$ cat config.mk
export PLATFORM = sky130hd
export DESIGN_NAME = decade_count_ctrl
export DESIGN_NICKNAME = d
export VERILOG_FILES = /design/src/rtl/decade_count_ctrl.sv
export SDC_FILE = /design/constraint.sdc
export NUM_CORES = 1
export LEC_CHECK = 0
export ABC_CLOCK_PERIOD_IN_PS = 3800
export CORE_MARGIN = 4
export CORE_UTILIZATION = 38
export CTS_CLUSTER_SIZE = 25
export DETAILED_ROUTE_END_ITERATION = 16
export MAX_ROUTING_LAYER = met4
export PLACE_DENSITY = 0.67
export SLEW_MARGIN = 25
export SYNTH_ARGS = -nofsm -noshare
export SYNTH_HDL_FRONTEND = slang
export SYNTH_SLANG_ARGS = --single-unit
$ cat constraint.sdc
create_clock -name clk -period 3.8 [get_ports clk]
set_input_delay 0.38 -clock clk [delete_from_list [all_inputs] [get_ports clk]]
set_output_delay 0.38 -clock clk [all_outputs]
set_load 0.02 [all_outputs]
$ cat src/rtl/decade_count_ctrl.sv
// Cascaded BCD counter with IDLE/RUN/PAUSE/DONE control, terminal-value detect and wrap pulse.
// Define DECADE_COUNT_CTRL_DOWN_EN to build the borrow chain and honour up_dn; otherwise up-only.
module decade_count_ctrl #(
  parameter int DIGITS = 4
) (
  input  logic                  clk,
  input  logic                  clr,
  input  logic                  start,
  input  logic                  stop,
  input  logic                  load,
  input  logic [4*DIGITS-1:0]   load_val,
  input  logic [4*DIGITS-1:0]   limit,
  input  logic                  tick,
  input  logic                  up_dn,
  output logic [4*DIGITS-1:0]   count,
  output logic [1:0]            state,
  output logic                  busy,
  output logic                  done,
  output logic                  wrap,
  output logic                  err
);

  localparam int W = 4 * DIGITS;

  localparam logic [1:0] S_IDLE  = 2'b00;
  localparam logic [1:0] S_RUN   = 2'b01;
  localparam logic [1:0] S_PAUSE = 2'b10;
  localparam logic [1:0] S_DONE  = 2'b11;

  logic [1:0]    r_state;
  logic [W-1:0]  r_count;
  logic          r_done;
  logic          r_wrap;
  logic          r_err;

  logic [1:0]    w_state_next;
  logic [W-1:0]  w_count_next;
  logic          w_done_next;
  logic          w_wrap_next;
  logic          w_err_set;

  logic [W-1:0]      w_inc;
  logic [DIGITS:0]   w_carry;
  logic [W-1:0]      w_load_clean;
  logic [DIGITS-1:0] w_load_bad;
  logic [W-1:0]      w_step;
  logic              w_step_wrap;
  logic              w_hit;

`ifdef DECADE_COUNT_CTRL_DOWN_EN
  logic [W-1:0]      w_dec;
  logic [DIGITS:0]   w_borrow;
  assign w_borrow[0] = 1'b1;
`endif

  assign w_carry[0] = 1'b1;

  // Per-digit step logic: a digit moves only when every lower digit is at its rollover value.
  for (genvar gi = 0; gi < DIGITS; gi++) begin : g_digit
    logic [3:0] w_dig;
    logic [3:0] w_ld;
    assign w_dig = r_count[4*gi +: 4];
    assign w_ld  = load_val[4*gi +: 4];
    assign w_load_bad[gi]          = (w_ld > 4'd9);
    assign w_load_clean[4*gi +: 4] = w_load_bad[gi] ? 4'd9 : w_ld;
    assign w_inc[4*gi +: 4]        = !w_carry[gi] ? w_dig :
                                     (w_dig == 4'd9) ? 4'd0 : w_dig + 4'd1;
    assign w_carry[gi+1]           = w_carry[gi] & (w_dig == 4'd9);
`ifdef DECADE_COUNT_CTRL_DOWN_EN
    assign w_dec[4*gi +: 4]        = !w_borrow[gi] ? w_dig :
                                     (w_dig == 4'd0) ? 4'd9 : w_dig - 4'd1;
    assign w_borrow[gi+1]          = w_borrow[gi] & (w_dig == 4'd0);
`endif
  end

`ifdef DECADE_COUNT_CTRL_DOWN_EN
  assign w_step      = up_dn ? w_inc : w_dec;
  assign w_step_wrap = up_dn ? w_carry[DIGITS] : w_borrow[DIGITS];
`else
  logic w_unused_up_dn;
  assign w_unused_up_dn = up_dn;
  assign w_step      = w_inc;
  assign w_step_wrap = w_carry[DIGITS];
`endif

  // Terminal detect looks at the post-step value, so a run started at limit needs a full cycle.
  assign w_hit = (w_step == limit);

  always_ff @(posedge clk) begin
    if (clr) begin
      r_state <= S_IDLE;
      r_count <= '0;
      r_done  <= 1'b0;
      r_wrap  <= 1'b0;
      r_err   <= 1'b0;
    end else begin
      r_state <= w_state_next;
      r_count <= w_count_next;
      r_done  <= w_done_next;
      r_wrap  <= w_wrap_next;
      r_err   <= r_err | w_err_set;
    end
  end

  always_comb begin
    w_state_next = r_state;
    case (r_state)
      S_IDLE: begin
        if (!load && !stop && start) w_state_next = S_RUN;
      end
      S_RUN: begin
        if (stop)               w_state_next = S_PAUSE;
        else if (tick && w_hit) w_state_next = S_DONE;
      end
      S_PAUSE: begin
        if (load)       w_state_next = S_PAUSE;
        else if (stop)  w_state_next = S_IDLE;
        else if (start) w_state_next = S_RUN;
      end
      default: begin
        if (load || stop) w_state_next = S_IDLE;
        else if (start)   w_state_next = S_RUN;
      end
    endcase
  end

  always_comb begin
    w_count_next = r_count;
    w_done_next  = 1'b0;
    w_wrap_next  = 1'b0;
    w_err_set    = 1'b0;
    case (r_state)
      S_IDLE, S_PAUSE: begin
        if (load) begin
          w_count_next = w_load_clean;
          w_err_set    = |w_load_bad;
        end
      end
      S_RUN: begin
        if (!stop && tick) begin
          w_count_next = w_step;
          w_wrap_next  = w_step_wrap;
          w_done_next  = w_hit;
        end
      end
      default: begin
        if (load) begin
          w_count_next = w_load_clean;
          w_err_set    = |w_load_bad;
        end else if (!stop && start) begin
          w_count_next = '0;
        end
      end
    endcase
  end

  assign count = r_count;
  assign state = r_state;
  assign busy  = (r_state == S_RUN);
  assign done  = r_done;
  assign wrap  = r_wrap;
  assign err   = r_err;

endmodule

Word level (Yosys, flattened, before mapping)
Index checks and enable logic that the tools add are counted.
{ "word_totals": {"register_bits": 21, "latch_bits": 0, "ram_bits": 0, "romBits": 0, "inputBits": 39, "output_inout_bits": 22, "mem_count": 0} }
{ "classes": {"addsub": 4, "mul": 0, "div_mod_pow": 0, "order_cmp": 4, "eq_ne": 11, "n_shift": 0, "muxes": 26, "bitwise": 6, "n_reduce_logical": 15} }
{ "ops": {"columns": ["op", "count"], "rows": [
  ["$mux 16", 4],
  ["$mux 4", 11],
  ["$pmux 16 s2", 1],
  ["$add 4x1->4 const B", 4],
  ["$eq 16x16->1", 1],
  ["$eq 4x4->1 const B", 4],
  ["$gt 4x4->1 const B", 4],
  ["$mux 2", 7],
  ["$pmux 2 s3", 1],
  ["$logic_and 1x1->1", 5],
  ["$ne 2x2->1 const B", 2],
  ["$reduce_or 4->1", 1],
  ["$and 1x1->1", 3],
  ["$ne 3x2->1 const B", 1],
  ["$reduce_and 3->1", 1],
  ["$reduce_bool 3->1", 1],
  ["$reduce_or 3->1", 1],
  ["$eq 2x1->1 const B", 1],
  ["$eq 2x2->1 const B", 1],
  ["$logic_not 1->1", 2],
  ["$logic_not 2->1", 1],
  ["$mux 1", 2],
  ["$ne 2x1->1 const B", 1],
  ["$not 1->1", 2],
  ["other kinds (4)", 4]
]} }

Depth between registers and ports, before layout
Gate-level depths: netlist (run 1).
{ "depth": {"word_depth": 9, "ltp_mapped": 10} }

Worst setup path before layout (run 1)
OpenSTA, ideal clock, no wires.
{ "synth_timing": {"kind": "register -> register", "start": "reg r_count[9], in the netlist count[9]", "end": "reg r_state[1], in the netlist state[1]", "setup_ns": 0.079, "t_arrival_ns": 2.210, "t_required_ns": 3.721, "slack_ns": 1.510, "stages_incl_launch_ff": 11, "n_path_buf": 1, "period_less_slack_ns": 2.290, "cell_sequence": "dfxtp_1 inv_1 ha_1 and3b_1 clkbuf_8 o211ai_1 a221oi_1 a211o_1 a211oi_1 nand4_1 a211oi_2"} }
{ "synth_via": {"elab_chain_cells": 7} }
{ "synth_rtl": {"columns": ["item", "line", "text"], "rows": [
  ["start: declaration", "31", "logic [W-1:0] r_count;"],
  ["start signal: assignment", "98", "r_count <= w_count_next;"],
  ["$add 4x1->4 / $eq 4x4->1 (equally long branches)", "67, 68", null],
  ["$mux 4 / $and 1x1->1 (equally long branches)", "67, 68", null],
  ["$mux 4", "66", "assign w_inc[4*gi +: 4] = !w_carry[gi] ? w_dig :"],
  ["$eq 16x16->1 (*)", "87", "assign w_hit = (w_step == limit);"],
  ["$logic_and 1x1->1 (*)", "113", "else if (tick && w_hit) w_state_next = S_DONE;"],
  ["$ne 3x2->1 (no line) (*)", null, null],
  ["$reduce_and 2->1 (no line) (*)", null, null],
  ["end signal: assignment", "97", "r_state <= w_state_next;"],
  ["end: declaration", "30", "logic [1:0] r_state;"]
]} }
Every way passes the cells marked *; elsewhere a longest branch is shown, timed or not.
A chain may end at the register's enable or synchronous reset.

Worst setup path after layout (run 1)
{ "layout_timing": {"start": "reg r_count[4], in the netlist count[4]", "end": "reg r_state[1], in the netlist state[1]"} }
{ "layout_via": {"elab_chain_cells": 8} }
{ "layout_rtl": {"columns": ["item", "line"], "rows": [
  ["branches (longest 4 deep; another with $add 4x1->4)", null],
  ["$eq 16x16->1 (*)", "87"],
  ["$logic_and 1x1->1 (*)", "113"],
  ["$ne 3x2->1 (no line) (*)", null],
  ["$reduce_and 2->1 (no line) (*)", null]
]} }
Mark *: on every way between the ends.

==> metrics, run 1 <==
area share of the largest cell type after synthesis 20.90%; Slew Viols, Final 0; GR met2 Demand/Resource 30.30%; Seq/Total Area, Yosys 20.90%; crit path capture type register; Synth area leaders dfxtp_1 21%, nor2_1 6.7%, xnor2_1 5.2%; Layout area overhead 30.35%; layout filler cell count 539; first-pass GRT wire length 9.708 mm; cell count after synthesis 266; die height 80.77 microns; hpwl dp 4.633 mm; GRT met3 Usage 2.661%; max frequency 0.3720 GHz; Ys Warns 0; Synth async-reset ratio 0%; GRT overflow 0; Setup crit start count[4]; synthesized area per cell 7.564 sq um; IO Count 61; Post-synth EDFFs 0; Nets 360; WP data required 3980 ps; cell total after placement 380; worst hold path class reg2reg; GPL Wtd Cong 0.9114; Non-Filler Instances 384; Final Hold Vio Count 0; DRT Wirelength 6.127 mm; critical path type reg2reg; Placed Area 0.002577 sq mm; Pre-Repair DR Iteration Count 4; R2R Setup Slk 1110 ps; htree depth 1; PostCTS Resize Cnt 0; Initial Utilization 39.39%; Detail Route Antenna Nets 0; maximum vdd ir drop 0.0001540 V; total of max-cap violations 0; RSZ-0062 raised after global routing false; largest area contributor in the netlist dfxtp_1; met1 global-route usage 28.07%; crit share post-route 70.74%; fin crit period 2688 ps; Final Cell Area 0.002623 sq mm; Cell Area, Synth 0.002012 sq mm; Pwr Density 254.4 mW/mm^2; CTS Buffer Depth 2; CTS tree yes; FP Rows 26; layer with the highest usage met2; # setup viols final 0; Setup TNS Final 0 ps; First DRT Iteration DRCs 203; Mapped Nets 311; ant diodes 0; antenna violations before repair 0; # Post-CTS Setup Buffers 0; most common cell in the synthesized netlist nor2_1; core area 0.005107 sq mm; DRC Markers 0; reg2reg start count[4]; Worst Setup EP state[1]; Fin Clk Skew 2.772 ps; total CTS buffers 3; Via Count 2,141; vias in the first global route 1,953; Lkg Pwr 0.9199 nW; RR Endpoint state[1]; Worst Reg2Reg Path Length in Cells 8; DR vias/cell 5.576; Tightest Pin Transition 847.6 ps; Overall Global Routing Usage 19.74%; HP Start err; final core utilization 51.35%; number of I/O port buffers 59; full die area 0.006523 sq mm; # hold bufs at CTS 0; Synth Register Bits 21; most frequent cells after synthesis 36 x nor2_1, 24 x nand2_1, 21 x dfxtp_1; Cell variety after synth 62; status finished clean; ys flop type dfxtp_1; largest net degree at the start of global routing 33; clock root buffer clkbuf_8; Clock Sinks 21; layout cells sized above 1 4.777%; CP Max Fanout 10; WP data arrival 2870 ps; Clock Latency Late Sink 260 ps; startpoint types register; Die Width 80.77 microns; Fin Hold WS 489.6 ps; Clock Pin Slew Worst Setup and Hold Paths 80 ps; wire per inst 15.96 microns; Slew headroom 43.32%
-- metal layers --
layer	up-vias	wire length [microns]
met3	6	377
met1	988	2924
li1	1075	-
met2	72	2787
met4	0	36
met5	-	0
-- layout make-up --
class | instances | area, sq um | share of cell area [%]
clock buffer | 4 | 45.04 | 1.718
sequential | 21 | 420.4 | 16.03
inverter | 10 | 37.54 | 1.431
tap | 70 | 87.58 | 3.340
multi-input combinational | 218 | 1426 | 54.39
timing repair buffer | 61 | 605.6 | 23.09
-- critical path, stage by stage, from the launching register on --
cell and delay, ps:
dfxtp_1 540, ha_1 320, and3b_1 440, nand2_1 210
a221oi_2 290, nand4_1 140, nor4_1 290, nand4_1 160
a211oi_2 220
-- worst min path at each step --
stage                          end  slack (ps)  cells past startpoint
after CTS                      err         490                      2
after detailed placement       err         460                      2
after floorplan           state[0]         460                      1
after global placement         err         460                      2
final                          err         490                      2
after global routing           err         510                      2
-- logic make-up (layout without fill, tap and decap cells) --
kind of cell               count (synthesis)  after routing  share of synthesized area, %
muxes                                      3              3                         1.555
DFF                                       21             21                         20.90
and+or+nand+nor                          111            111                         28.67
AOI/OAI and AO/OA                         84             84                         29.60
buffers and inverters                     27             75                         8.582
adders and majority gates                  6              6                         3.731
xor gates and xnor gates                  14             14                         6.965
-- layout by cell type, fill, tap and decap left out, types with 3 or more instances in the layout --
cell / Yosys / layout
a211oi_1: 8 / 8
a21oi_1: 11 / 11
a22oi_1: 10 / 10
and2_1: 3 / 3
and3b_1: 3 / 3
clkbuf_8: 2 / 3
clkdlybuf4s50_1: 0 / 59
dfxtp_1: 21 / 21
ha_1: 6 / 6
inv_1: 10 / 10
nand2_1: 24 / 24
nand2b_1: 7 / 7
nand3_1: 6 / 6
nand4_1: 3 / 3
nor2_1: 36 / 36
nor2b_1: 5 / 5
nor3_1: 3 / 3
nor4_1: 4 / 4
o211ai_1: 6 / 6
o21ai_0: 19 / 19
o221ai_1: 3 / 3
xnor2_1: 12 / 12
-- report_power, final --
group,leakage (nW),switching (mW),internal (mW)
clock,0.0228,0.0808,0.0749
sequential,0.173,0.0318,0.235
combinational,0.724,0.118,0.127
-- per-stage QoR --
stage	worst slack (ps)	power, mW
after floorplan	1510	0.4127
after global placement	1233	0.5120
after detailed placement	1131	0.5142
after CTS	1117	0.6702
after global routing	868.1	0.7070
final	1112	0.6671
-- flip-flops by register name, summed over array words and instances, names as in the netlist --
name / cells
done: 1
err: 1
count: 16
wrap: 1
state: 2
Power figures use the tool's default switching activity.
==> run 2, diff against run 1 <==
--- a/config.mk
+++ b/config.mk
@@ -5,13 +5,13 @@
 export SDC_FILE = /design/constraint.sdc
 export NUM_CORES = 1
 export LEC_CHECK = 0
-export ABC_CLOCK_PERIOD_IN_PS = 3800
+export ABC_CLOCK_PERIOD_IN_PS = 2200
 export CORE_MARGIN = 4
 export CORE_UTILIZATION = 38
 export CTS_CLUSTER_SIZE = 25
 export DETAILED_ROUTE_END_ITERATION = 16
 export MAX_ROUTING_LAYER = met4
-export PLACE_DENSITY = 0.67
+export PLACE_DENSITY = 0.7
 export SLEW_MARGIN = 25
 export SYNTH_ARGS = -nofsm -noshare
 export SYNTH_HDL_FRONTEND = slang
==> constraint.sdc (replaced) <==
create_clock -name clk -period 2.2 [get_ports clk]
set_input_delay 0.22 -clock clk [delete_from_list [all_inputs] [get_ports clk]]
set_output_delay 0.22 -clock clk [all_outputs]
set_load 0.02 [all_outputs]
==> run 2 against run 1 <==
  * The flow now finishes with violations (setup timing)
  * Wire length rose by 12%
  * Core utilization rose by 7.6 points
  * Clock-buffer cell count did not move
  * Critical path type unchanged
  * Sequential cell count did not move
  * Hold slack improved by 3.6 ps
  * Final cell count rose by 8.3%
  * First-iteration DRC count rose by 37%
  * Clock skew rose by 0.97 ps
  * Via count rose by 11%
  * Critical endpoint is now done
  * Register-to-register slack got worse by 1100 ps
==> metrics, run 2 (synthesis gave the netlist of run 1 again) <==
Fin Hold WS 493.2 ps (+3.604 ps); HP Start err; Die Width 80.77 microns (unchanged); total of max-cap violations 0 (unchanged); Via Count 2,382 (+11%); clock share of power 21.4% (-1.9 points); Tightest Pin Transition 406.1 ps (-441.5 ps); Clock Latency Late Sink 270 ps (about the same); CP Max Fanout 4 (-6); Slew headroom 72.64% (+29 points); Clock Sinks 21 (unchanged); crit path capture type register; IO Count 61 (unchanged); ant diodes 0 (unchanged); DRT Wirelength 6.874 mm (+12%); Initial Utilization 39.39% (unchanged); First DRT Iteration DRCs 279 (+37%); maximum vdd ir drop 0.0002165 V (+41%); # hold bufs at CTS 0 (unchanged); Lkg Pwr 1.104 nW (+20%); critical path type reg2reg; Setup crit start count[9]; startpoint types register; total CTS buffers 3 (unchanged); Slew Viols, Final 0 (unchanged); Final Power 1.246 mW (+87%); DR vias/cell 5.726 (+2.7%); Fin Clk Skew 3.737 ps (+0.9652 ps); Psw 432.0 uW (+88%); status finished, violations left; Overall Global Routing Usage 21.25% (+1.5 points); CP cell instances inv_1 > ha_1 > and3b_2 > o211ai_1 > a221oi_2 > a211o_1 > a2111oi_2 > and4b_1; Detail Route Antenna Nets 0 (unchanged); CTS Buffer Depth 2 (unchanged); sequential power share 34.9% (-5.1 points); slowest stage delay, CP 330 ps (-210 ps); cell total after placement 411 (+8.2%); failing checks setup timing; most frequent cells in the layout 59 x clkdlybuf4s50_1, 35 x nor2_1, 33 x buf_4; Critical-path top delay cell dfxtp_2; WP data required 2400 ps (-1580 ps); combinational share of power 43.8% (+7.1 points); GPL Wtd Cong 0.9039 (-0.82%); Nets 392 (+8.9%); clock root buffer clkbuf_8; htree depth 1 (unchanged); Sw Ratio 34.68% (+0.15 points); CP Buf/Inv Count 1 (+1); hpwl dp 5.114 mm (+10%); die height 80.77 microns (unchanged); worst hold path class reg2reg; WP data arrival 2410 ps (-460 ps); P_int 813.8 uW (+86%); first-pass GRT wire length 10.65 mm (+9.7%); full die area 0.006523 sq mm (unchanged); Clock Pin Slew Worst Setup and Hold Paths 80 ps (about the same); DRC Markers 0 (unchanged); largest net degree at the start of global routing 20 (-39%); crit share post-route 100.5% (+30 points); layout filler cell count 489 (-9.3%); Pre-Repair DR Iteration Count 5 (+1); Placed Area 0.002826 sq mm (+9.7%); Final Hold Vio Count 0 (unchanged); Place WS -53.72 ps (-1184 ps); core area 0.005107 sq mm (unchanged); antenna violations before repair 0 (unchanged); Setup TNS Final -11.15 ps (-11.15 ps); slack of the critical path -11.15 ps (-1123 ps); Crit path max-delay family compound AO/OA/AOI/OAI gates; GRT overflow 0 (unchanged); vias in the first global route 2,244 (+15%); CTS tree yes; Non-Filler Instances 416 (+8.3%); # setup viols final 1 (+1); wire per inst 16.52 microns (+3.6%); fin crit period 2211 ps (-477.1 ps); Layout area overhead 49.56%; number of I/O port buffers 59 (unchanged); Final Cell Area 0.003009 sq mm (+15%); Pwr Density 414.0 mW/mm^2 (+63%); most common cell after layout, fill and taps aside clkdlybuf4s50_1; final core utilization 58.92% (+7.6 points); max reg flops 16 (unchanged); reg2reg start count[9]; max frequency 0.4523 GHz (+22%); layout cells sized above 1 21.10% (+16 points); FP Rows 26 (unchanged)
[run 2: cell types whose count changed in the layout (fill, tap and decap cells not counted), sizes merged]
cell	delta
buf	+32
[run 2: final timing paths]
| kind | end | slack, ps | depth (start not counted) |
|---|---|---|---|
| max | done | -10 | 8 |
| min | err | 490 | 2 |
| max reg2reg | done | -10 | 8 |
| min reg2reg | err | 490 | 2 |
[run 2: what timing repair did]
action,in CTS,in global routing
endpoints found under the setup margin,2,2
pin swaps,1,8
gates resized for setup,5,25
setup buffers,0,1
[run 2: tightest hold or removal path, cell delays in order, from the launching register on]
cell and delay, ps:
dfxtp_1 350, a31oi_1 40, nor2_1 70
[run 2: layout make-up]
type / instances / area [sq um] / area share [%]
clock buffers: 4 / 45.04 / 1.497
inverters: 10 / 37.54 / 1.247
multi-input cells: 218 / 1555 / 51.68
flip-flops and latches: 21 / 425.4 / 14.14
well taps: 70 / 87.58 / 2.911
repair buffers: 93 / 858.3 / 28.52
[run 2: routing by layer]
metal	vias up	global-route usage, %	wire [microns]
met5	-	-	0
met4	0	6.081	89
met3	16	3.215	463
met2	107	33.28	3165
met1	1125	28.45	3155
li1	1134	-	-
[run 2: power groups by stage]
stage          Sequential (mW)  Combinational [mW]  Clock, mW
4_1_cts                  0.430               0.509      0.276
2_1_floorplan            0.478               0.236          0
3_5_place_dp             0.439               0.505          0
6_report                 0.434               0.545      0.266
3_3_place_gp             0.437               0.500          0
5_1_grt                  0.438               0.591      0.286
==> RTL change, RTL diff (flow settings as in run 2) <==
The option `DECADE_COUNT_CTRL_DOWN_EN` is turned on by a define.
--- a/src/rtl/decade_count_ctrl.sv
+++ b/src/rtl/decade_count_ctrl.sv
@@ -2,2 +2,4 @@
 // Define DECADE_COUNT_CTRL_DOWN_EN to build the borrow chain and honour up_dn; otherwise up-only.
+`define DECADE_COUNT_CTRL_DOWN_EN
+
 module decade_count_ctrl #(
Formal check against the unedited RTL: not equivalent (a bounded check fails within 4 cycles, from zero or initial values).
==> RTL change against run 2 <==
The run still ends with setup timing left. Global-route usage rose by 1.9 points. Via count rose by 23%. Clock power fell by 5%. Worst setup slack got worse by 0.67 ns. Total power rose by 26%. Wire length rose by 26%. Area after synthesis rose by 12%. Cell area rose by 27%. Non-clock buffer count rose by 53. Sequential cell count did not move. Largest power group unchanged. Highest routed layer unchanged.
==> RTL change: results (changes against run 2) <==
| Metric | Value |
|---|---|
| Outcome | `finished, violations left` |
| Failing checks | `setup timing` |
| Peak supply drop | `0.3084 mV (+42%)` |
| Final core utilization | `67.51% (+8.6 points)` |
| WL final | `8670 um (+26%)` |
| Placed cell area | `0.003486 sq mm (+23%)` |
| Post-synth top cells | `nor2_1, dfxtp_1, o21ai_0, inv_1, nand3_1` |
| # nets final | `488 (+24%)` |
| Via density | `5.770 (+0.76%)` |
| Setup violators final | `6 (+5)` |
| Detailed placement HPWL | `6643 um (+30%)` |
| Post-Syn Nets | `357 (+15%)` |
| CP Max Fanout | `7 (+3)` |
| DP Worst Slack | `-0.9818 ns (-0.9281 ns)` |
| Slowest-stage cell, CP | `or4b_4` |
| P_leak | `1.526 nW (+38%)` |
| Largest net degree at the start of global routing | `33 (+65%)` |
| Layout cells sized above 1 | `31.65% (+11 points)` |
| Sequential area share after synthesis | `18.68% (-2.2 points)` |
| Crit path largest cell delay | `0.53 ns (+0.20 ns)` |
| DR pass1 iterations | `6 (+1)` |
| Final setup margin | `-0.6763 ns (-0.6652 ns)` |
| Fill cells | `458 (-6.3%)` |
| GRT Resource Usage Total | `23.19% (+1.9 points)` |
| GPL Wtd Cong | `0.9604 (+6.3%)` |
| Yosys cell types | `65 (+4.8%)` |
| First-pass GRT wire length | `13410 um (+26%)` |
RTL change: cell count changes after synthesis, sizes merged, moves of 5 or more:
cell / run 2 / this run
ha: 6 / 12
inv: 10 / 18
nand3: 6 / 18
clkbuf: 10 / 17
nand2b: 7 / 2
nand2: 24 / 15
RTL change: what timing repair did:
item                                    CTS  global route
setup buffers                             4             4
pin swaps                                 6            15
cloned                                    0             0
gates resized for setup                  35            23
endpoints found under the setup margin   10            11
RTL change: path summary, 6_finish.rpt:
| path | slack [ns] | startpoint | cells after the start | endpoint |
|---|---|---|---|---|
| hold reg to reg | 0.50 | err | 2 | err |
| hold / removal | 0.50 | err | 2 | err |
| setup reg to reg | -0.67 | count[1] | 10 | state[1] |
| setup / recovery | -0.68 | up_dn | 10 | state[1] |
RTL change: cell families after synthesis:
kind of cell               synth area share, %
xor gates and xnor gates                 3.891
muxes                                    1.390
buffers and inverters                    7.170
adders and majority gates                6.670
AOI/OAI and AO/OA                        28.91
and+or+nand+nor                          33.30
DFF                                      18.68
RTL change: final cells by class:
class	instances	area share, %
sequential	21	11.37
inverter	18	1.905
timing repair buffer	146	33.74
clock buffer	4	1.183
tap	72	2.365
multi-input combinational	247	49.44
RTL change: where the power goes:
part | switching [mW] | total (mW) | internal, mW
sequential | 0.0289 | 0.436 | 0.407
clock | 0.123 | 0.252 | 0.129
combinational | 0.423 | 0.880 | 0.456
total | 0.575 | 1.57 | 0.993
RTL change: per-layer routing:
| layer | vias up | global-route usage, % | routed length, um |
|---|---|---|---|
| met3 | 21 | 1.262 | 525 |
| li1 | 1413 | - | - |
| met5 | - | - | 0 |
| met1 | 1375 | 31.90 | 3930 |
| met2 | 122 | 36.44 | 4059 |
| met4 | 0 | 7.194 | 155 |
